### src/rtl/sd_pad_bank.sv
// Bank of bidirectional SD pad lanes with shared direction control,
// registered drive, input synchroniser and bus-release turnaround.
module sd_pad_bank #(
   parameter int WIDTH       = 4,
   parameter int SYNC_STAGES = 2,
   parameter int TURN_CYCLES = 2,
   parameter int OPEN_DRAIN  = 0
) (
   input  logic             sd_clock,
   input  logic             reset,
   input  logic             enable,
   input  logic             output_input,
   input  logic [WIDTH-1:0] data_in,
   output logic [WIDTH-1:0] data_out,
   input  logic [WIDTH-1:0] pad_in,
   output logic [WIDTH-1:0] pad_out,
   output logic [WIDTH-1:0] pad_oe,
   output logic             dir_ready
);

   localparam int CW = (TURN_CYCLES > 0) ? $clog2(TURN_CYCLES + 1) : 1;
   localparam int LOAD_I = (TURN_CYCLES > 0) ? TURN_CYCLES - 1 : 0;
   localparam logic [CW-1:0] CNT_LOAD = CW'(LOAD_I);

   typedef enum logic [1:0] {
      RX      = 2'd0,
      TURN_TX = 2'd1,
      TX      = 2'd2,
      TURN_RX = 2'd3
   } state_t;

   state_t state;
   state_t state_next;
   logic [CW-1:0] cnt;
   logic [CW-1:0] cnt_next;
   logic [WIDTH-1:0] oe_next;
   logic [WIDTH-1:0] out_next;
   logic rdy_next;
   logic [WIDTH-1:0] sync_q [SYNC_STAGES];

   logic drive_req;
   assign drive_req = enable && output_input;

   always_ff @(posedge sd_clock) begin
      if (reset) begin
         for (int i = 0; i < SYNC_STAGES; i++) begin
            sync_q[i] <= '1;
         end
      end else begin
         sync_q[0] <= pad_in;
         for (int i = 1; i < SYNC_STAGES; i++) begin
            sync_q[i] <= sync_q[i-1];
         end
      end
   end

   always_comb begin
      state_next = state;
      cnt_next   = cnt;
      unique case (state)
         RX: begin
            if (drive_req) begin
               if (TURN_CYCLES == 0) begin
                  state_next = TX;
               end else begin
                  state_next = TURN_TX;
                  cnt_next   = CNT_LOAD;
               end
            end
         end
         TURN_TX: begin
            if (!drive_req) begin
               state_next = RX;
            end else if (cnt == '0) begin
               state_next = TX;
            end else begin
               cnt_next = cnt - CW'(1);
            end
         end
         TX: begin
            if (!drive_req) begin
               if (TURN_CYCLES == 0) begin
                  state_next = RX;
               end else begin
                  state_next = TURN_RX;
                  cnt_next   = CNT_LOAD;
               end
            end
         end
         TURN_RX: begin
            // Release is unconditional; requests wait until RX.
            if (cnt == '0) begin
               state_next = RX;
            end else begin
               cnt_next = cnt - CW'(1);
            end
         end
         default: begin
            state_next = RX;
            cnt_next   = '0;
         end
      endcase
   end

   // Outputs register off the next state so the pads switch on the same edge.
   always_comb begin
      oe_next  = '0;
      out_next = '1;
      rdy_next = (state_next == RX) || (state_next == TX);
      if (state_next == TX) begin
         if (OPEN_DRAIN != 0) begin
            oe_next  = ~data_in;
            out_next = '0;
         end else begin
            oe_next  = '1;
            out_next = data_in;
         end
      end
   end

   always_ff @(posedge sd_clock) begin
      if (reset) begin
         state     <= RX;
         cnt       <= '0;
         pad_oe    <= '0;
         pad_out   <= '1;
         dir_ready <= 1'b1;
         data_out  <= '1;
      end else begin
         state     <= state_next;
         cnt       <= cnt_next;
         pad_oe    <= oe_next;
         pad_out   <= out_next;
         dir_ready <= rdy_next;
         if (state == RX) begin
            data_out <= sync_q[SYNC_STAGES-1];
         end
      end
   end

endmodule

### config.mk
export PLATFORM = sky130hd
export DESIGN_NAME = sd_pad_bank
export DESIGN_NICKNAME = d
export VERILOG_FILES = /design/src/rtl/sd_pad_bank.sv
export SDC_FILE = /design/constraint.sdc
export NUM_CORES = 1
export LEC_CHECK = 0
export CAP_MARGIN = 20
export CELL_PAD_IN_SITES_DETAIL_PLACEMENT = 0
export CELL_PAD_IN_SITES_GLOBAL_PLACEMENT = 1
export CORE_MARGIN = 2
export CORE_UTILIZATION = 33
export DETAILED_ROUTE_END_ITERATION = 10
export HOLD_SLACK_MARGIN = 0.1
export PLACE_DENSITY = 0.84
export REMOVE_ABC_BUFFERS = 1
export SLEW_MARGIN = 10
export SYNTH_ARGS = -nofsm -noshare
export SYNTH_HDL_FRONTEND = slang
export SYNTH_SLANG_ARGS = --single-unit
### constraint.sdc
create_clock -name sd_clock -period 3.6 [get_ports sd_clock]
set_clock_uncertainty 0.15 [all_clocks]
set_input_delay 1.08 -clock sd_clock [delete_from_list [all_inputs] [get_ports sd_clock]]
set_output_delay 1.08 -clock sd_clock [all_outputs]
set_load 0.1 [all_outputs]
==> out/metrics.csv, run 1 <==
metric;value;unit
status;complete, no violations;
maxSlewViolCount;0;
synth_cells;72;
min_period;2.261;ns
yosysWarnings;0;
row_count;17;
pwr-share-clk;35.6;%
drcViolationCount;0;
pwr-share-comb;14.6;%
peakVddDrop;0.3153;mV
antenna_left;0;
grt_pass1_wl;1904;um
hold_viol;0;
ctsLongestPathBuffers;2;
wl;1184;um
portBuffers;24;
cts-resized-gates;0;
ys_types;24;
p_int;395.2;uW
cts_buffers;3;
p_sw_share;23.76;%
crit_path_end_kind;flop;
cts_root_buf;clkbuf_4;
cts_hold_buffers;0;
ys_seq_area_share;57.14;%
num_vias;560;
r2r_setup_slack;2.15;ns
postCtsSetupBuffers;0;
rsz0062_at_grt;no;
setup_ws;1.339;ns
grtUsageTotal;10.19;%
syn_area_per_cell;10.70;um2
most-common-layout-cells;dfxtp_1, buf_4, clkdlybuf4s50_1;
setup-violations-final;0;
ys_ff_latch;22;
switchingPower;123.2;uW
fp.dieArea;2738;um2
antenna_found_initial;0;
die_h;52.33;um
grt_pass1_vias;470;
drive_gt1_share;28.42;%
worstPathArrival;2.31;ns
layout.nets;109;
slowest_delay;0.67;ns
clkTransAtPathRegs;0.11;ns
place.gp.congestion;0.6624;
vias_per_cell;4.553;
htree_num_levels;1;
timing.fmax;0.4422;GHz
slowest_stage;clkdlybuf4s50_1;
min_path_type;flop to flop;
dr.pass1.iters;3;
dp_hpwl;857.4;um
die_x;52.33;um
critPathKind;primary input to flop;
cts.sinks;22;
worst_pin_slew;0.5207;ns
crit_chain;clkdlybuf4s50_1 -> a211oi_2 -> nand2b_1;
worst_setup_path_start_kind;primary input;
seqPwrFrac;49.8;%
cts_tree;yes;
tns;0;ns
grt_max_degree;20;
fp.coreArea;2212;um2
drt-initial-drc-count;2;
leakage;0.4078;nW
overflow;0;
critPathMaxFanout;19;
syn_area;770.7;um2
finalCritPeriodShare;62.81;%
wl_per_cell;9.626;um
area_growth;34.25;%
clock_latency;0.30;ns
crit_required;3.65;ns
mostFrequentLayoutCell;dfxtp_1;
maxCapViolations;0;
io_pins;25;
dp_slack;0.9752;ns
diodes;0;
start_util;34.84;%
max_slew_margin;65.18;%
power_density;501.0;nW/um2
[Yosys cell counts]
cell type	n	area [um2]
dfxtp_1	22	440.4
a21oi_1	2	10.01
nor2_2	1	6.260
buf_2	1	5.000
nand2_1	3	11.26
nor2b_1	6	37.54
nand2b_1	6	37.54
or2_1	1	6.260
nand3b_1	1	7.510
a211o_1	4	35.03
a211oi_2	1	12.51
buf_4	3	22.52
mux2i_1	1	10.01
inv_1	2	7.510
or3_1	1	6.260
a211oi_1	1	7.510
or2_2	8	50.05
or3b_1	1	8.760
nand3_1	1	5.000
nand4b_1	1	8.760
ha_1	1	12.51
nor2_1	1	3.750
a21o_1	2	15.01
clkbuf_1	1	3.750
[metal layers]
| metal | vias up | GRT usage, % | part of all wire (%) |
|---|---|---|---|
| met5 | - | 0 | 0 |
| met4 | 0 | 5.128 | 2.0 |
| met3 | 5 | 6.571 | 11 |
| met2 | 23 | 16.25 | 46 |
| met1 | 253 | 10.14 | 41 |
| li1 | 279 | - | - |
[power groups by stage]
stage | clock network (mW) | logic, mW | registers, mW
global route | 0.204 | 0.0816 | 0.260
global placement | 0 | 0.0765 | 0.264
CTS | 0.191 | 0.0767 | 0.258
finish | 0.184 | 0.0759 | 0.258
detailed placement | 0 | 0.0765 | 0.264
floorplan | 0 | 0.0211 | 0.294
[path summary, 6_finish.rpt]
| path | start | end | depth (start not counted) |
|---|---|---|---|
| setup reg to reg | cnt[0]$_SDFFE_PP0P_ | pad_out[2]$_SDFF_PP1_ | 5 |
| setup / recovery | reset | pad_out[2]$_SDFF_PP1_ | 3 |
| hold reg to reg | sync_q[0][0]$_SDFF_PP1_ | sync_q[1][0]$_SDFF_PP1_ | 1 |
| hold / removal | sync_q[0][0]$_SDFF_PP1_ | sync_q[1][0]$_SDFF_PP1_ | 1 |
[per-stage QoR]
stage / hold WS, ns / util, % / instances / total power [mW] / area [um2]
2_1_floorplan: 0.2395 / - / 67 / 0.3154 / 739.5
3_3_place_gp: 0.2426 / 44.40 / 119 / 0.3403 / 982.2
3_5_place_dp: 0.2465 / 44.40 / 119 / 0.3404 / 982.2
4_1_cts: 0.2760 / 46.78 / 123 / 0.5267 / 1035
5_1_grt: 0.2886 / 46.78 / 123 / 0.5452 / 1035
6_report: 0.2719 / 46.78 / 123 / 0.5184 / 1035
[registers in the layout (all words and copies together) (netlist names)]
name	flops
sync_q	8
data_out	4
pad_out	4
cnt	2
state	2
dir_ready	1
pad_oe	1
[worst max-delay path: cells and delay by family]
| family | cells | cell delay, ns |
|---|---|---|
| AOI/OAI and AO/OA | 1 | 0.46 |
| buffers and inverters | 1 | 0.67 |
| and+or+nand+nor | 1 | 0.09 |
[final cells by class]
class	count	area, um2
Fill cell	227	1177
Sequential cell	22	440.4
Multi-Input combinational cell	43	291.5
Timing Repair Buffer	24	207.7
Tap cell	28	35.03
Clock inverter	1	30.03
Clock buffer	3	22.52
Inverter	2	7.507
[cell families after synthesis]
kind of cell | count (synthesis) | share of synthesized area [%]
AOI/OAI and AO/OA | 10 | 10.39
adders and majority gates | 1 | 1.623
buffers and inverters | 7 | 5.032
DFF | 22 | 57.14
muxes | 1 | 1.299
and+or+nand+nor | 31 | 24.52
Power figures use the tool's default switching activity.
==> run 2: changes to the inputs <==
==> constraint.sdc (replaced) <==
create_clock -name sd_clock -period 2.1 [get_ports sd_clock]
set_clock_uncertainty 0.15 [all_clocks]
set_input_delay 0.63 -clock sd_clock [delete_from_list [all_inputs] [get_ports sd_clock]]
set_output_delay 0.63 -clock sd_clock [all_outputs]
set_load 0.1 [all_outputs]
==> run 2 against run 1 <==
Setup slack lost 1.1 ns; routed wire length increased by 12%; clock-buffer cell count unchanged.
==> out/metrics.csv, run 2 (synthesis gave the netlist of run 1 again) <==
metric;value;unit;change
most-common-layout-cells;dfxtp_1, buf_12, clkdlybuf4s50_1;;was dfxtp_1, buf_4, clkdlybuf4s50_1
dr.pass1.iters;4;;was 3
grt_pass1_vias;504;;was 470
start_util;34.84;%;unchanged
mostFrequentLayoutCell;dfxtp_1;;unchanged
tns;0;ns;unchanged
row_count;17;;unchanged
drive_gt1_share;30.61;%;was 28.42%
slowest_delay;0.58;ns;was 0.67 ns
instances_no_fill;126;;was 123
finalCritPeriodShare;90.21;%;
status;complete, no violations;;unchanged
htree_num_levels;1;;unchanged
cp_top_family;flip-flops;;was buffers and inverters
crit_required;1.32;ns;was 3.65 ns
grtUsageTotal;10.70;%;was 10.19%
diodes;0;;unchanged
ctsLongestPathBuffers;2;;unchanged
hold_viol;0;;unchanged
die_x;52.33;um;unchanged
worstPathArrival;1.11;ns;was 2.31 ns
postCtsSetupBuffers;0;;unchanged
cts.sinks;22;;unchanged
critPathKind;flop to output pin;;was primary input to flop
maxSlewViolCount;0;;unchanged
cts_tree;yes;;unchanged
dp_slack;0.1351;ns;was 0.9752 ns
antenna_left;0;;unchanged
grt_pass1_wl;2152;um;was 1904 um
max_slew_margin;73.84;%;was 65.18%
post-route-util;55.15;%;was 46.78%
rsz0062_at_grt;no;;unchanged
worst_setup_path_start_kind;flop;;was primary input
dp_hpwl;1030;um;was 857.4 um
area_growth;58.28;%;was 34.25%
finalPower;918.4;uW;was 518.4 uW
min_period;1.894;ns;
place_inst;122;;was 119
timing.fmax;0.5279;GHz;
antenna_found_initial;0;;unchanged
grt_max_degree;14;;was 20
wl_per_cell;10.50;um;was 9.626 um
critPathMaxFanout;4;;was 19
leakage;0.4895;nW;was 0.4078 nW
clkTransAtPathRegs;0.12;ns;was 0.11 ns
drcViolationCount;0;;unchanged
worst_pin_slew;0.3918;ns;was 0.5207 ns
vias_per_cell;4.508;;was 4.553
maxCapViolations;0;;unchanged
place.gp.congestion;0.6881;;was 0.6624
die_h;52.33;um;unchanged
layout.nets;112;;was 109
num_vias;568;;was 560
cts_root_buf;clkbuf_4;;unchanged
clock_latency;0.30;ns;about the same
cts_buffers;3;;unchanged
overflow;0;;unchanged
cts_hold_buffers;0;;unchanged
setup_ws;0.2056;ns;was 1.339 ns
fp.dieArea;2738;um2;unchanged
io_pins;25;;unchanged
crit_chain;buf_12;;was clkdlybuf4s50_1 -> a211oi_2 -> nand2b_1
power_density;752.8;nW/um2;was 501.0 nW/um2
wl;1323;um;was 1184 um
peakVddDrop;0.5343;mV;was 0.3153 mV
min_path_type;flop to flop;;unchanged
drt-initial-drc-count;6;;was 2
top_register;sync_q;;unchanged
setup-violations-final;0;;unchanged
largest_reg_flops;8;;unchanged
fp.coreArea;2212;um2;unchanged
cts-resized-gates;0;;unchanged
slowest_stage;dfxtp_1;;was clkdlybuf4s50_1
largest_registers;sync_q x8, data_out x4, pad_out x4;;unchanged
portBuffers;24;;unchanged
crit_path_end_kind;output pin;;was flop
crit_buf_inv;1;;unchanged
run 2: metal layers:
layer	vias up	track usage (%)	wire length (um)
li1	287	-	-
met4	0	3.846	16
met2	22	19.38	663
met5	-	0	0
met1	257	11.29	533
met3	2	3.714	110
run 2: worst paths after layout:
path                            from                       to  slack (ns)  cells after the start
max             pad_oe[2]$_SDFF_PP0_                pad_oe[3]        0.21                      1
min          sync_q[0][3]$_SDFF_PP1_  sync_q[1][3]$_SDFF_PP1_        0.27                      1
min reg2reg  sync_q[0][3]$_SDFF_PP1_  sync_q[1][3]$_SDFF_PP1_        0.27                      1
max reg2reg      cnt[0]$_SDFFE_PP0P_    pad_out[2]$_SDFF_PP1_        0.65                      5
run 2: where the power goes:
| part | internal (mW) | switching (mW) | total [mW] |
|---|---|---|---|
| clock network | 0.193 | 0.125 | 0.318 |
| registers | 0.435 | 0.0125 | 0.447 |
| logic | 0.0718 | 0.0820 | 0.154 |
| total | 0.699 | 0.219 | 0.918 |
run 2: layout make-up:
cell class | count | area, um2
well taps | 28 | 35.03
multi-input cells | 43 | 291.5
flip-flops and latches | 22 | 440.4
clock buffers | 3 | 22.52
inverters | 2 | 7.507
clock inverters | 1 | 30.03
fillers | 198 | 992.2
repair buffers | 27 | 392.9
run 2: stage by stage:
step | area [um2] | hold WS [ns]
after CTS | 1220 | 0.2729
final | 1220 | 0.2702
after detailed placement | 1167 | 0.2436
after global routing | 1220 | 0.2944
after global placement | 1167 | 0.2429
after floorplan | 739.5 | 0.2395
==> run 3: changes to the inputs <==
--- a/config.mk
+++ b/config.mk
@@ -5,7 +5,7 @@
 export SDC_FILE = /design/constraint.sdc
 export NUM_CORES = 1
 export LEC_CHECK = 0
-export CAP_MARGIN = 20
+export CAP_MARGIN = 5
 export CELL_PAD_IN_SITES_DETAIL_PLACEMENT = 0
 export CELL_PAD_IN_SITES_GLOBAL_PLACEMENT = 1
 export CORE_MARGIN = 2
==> results of run 3 <==
The final DEF is identical to that of run 2; final timing and power are the same.
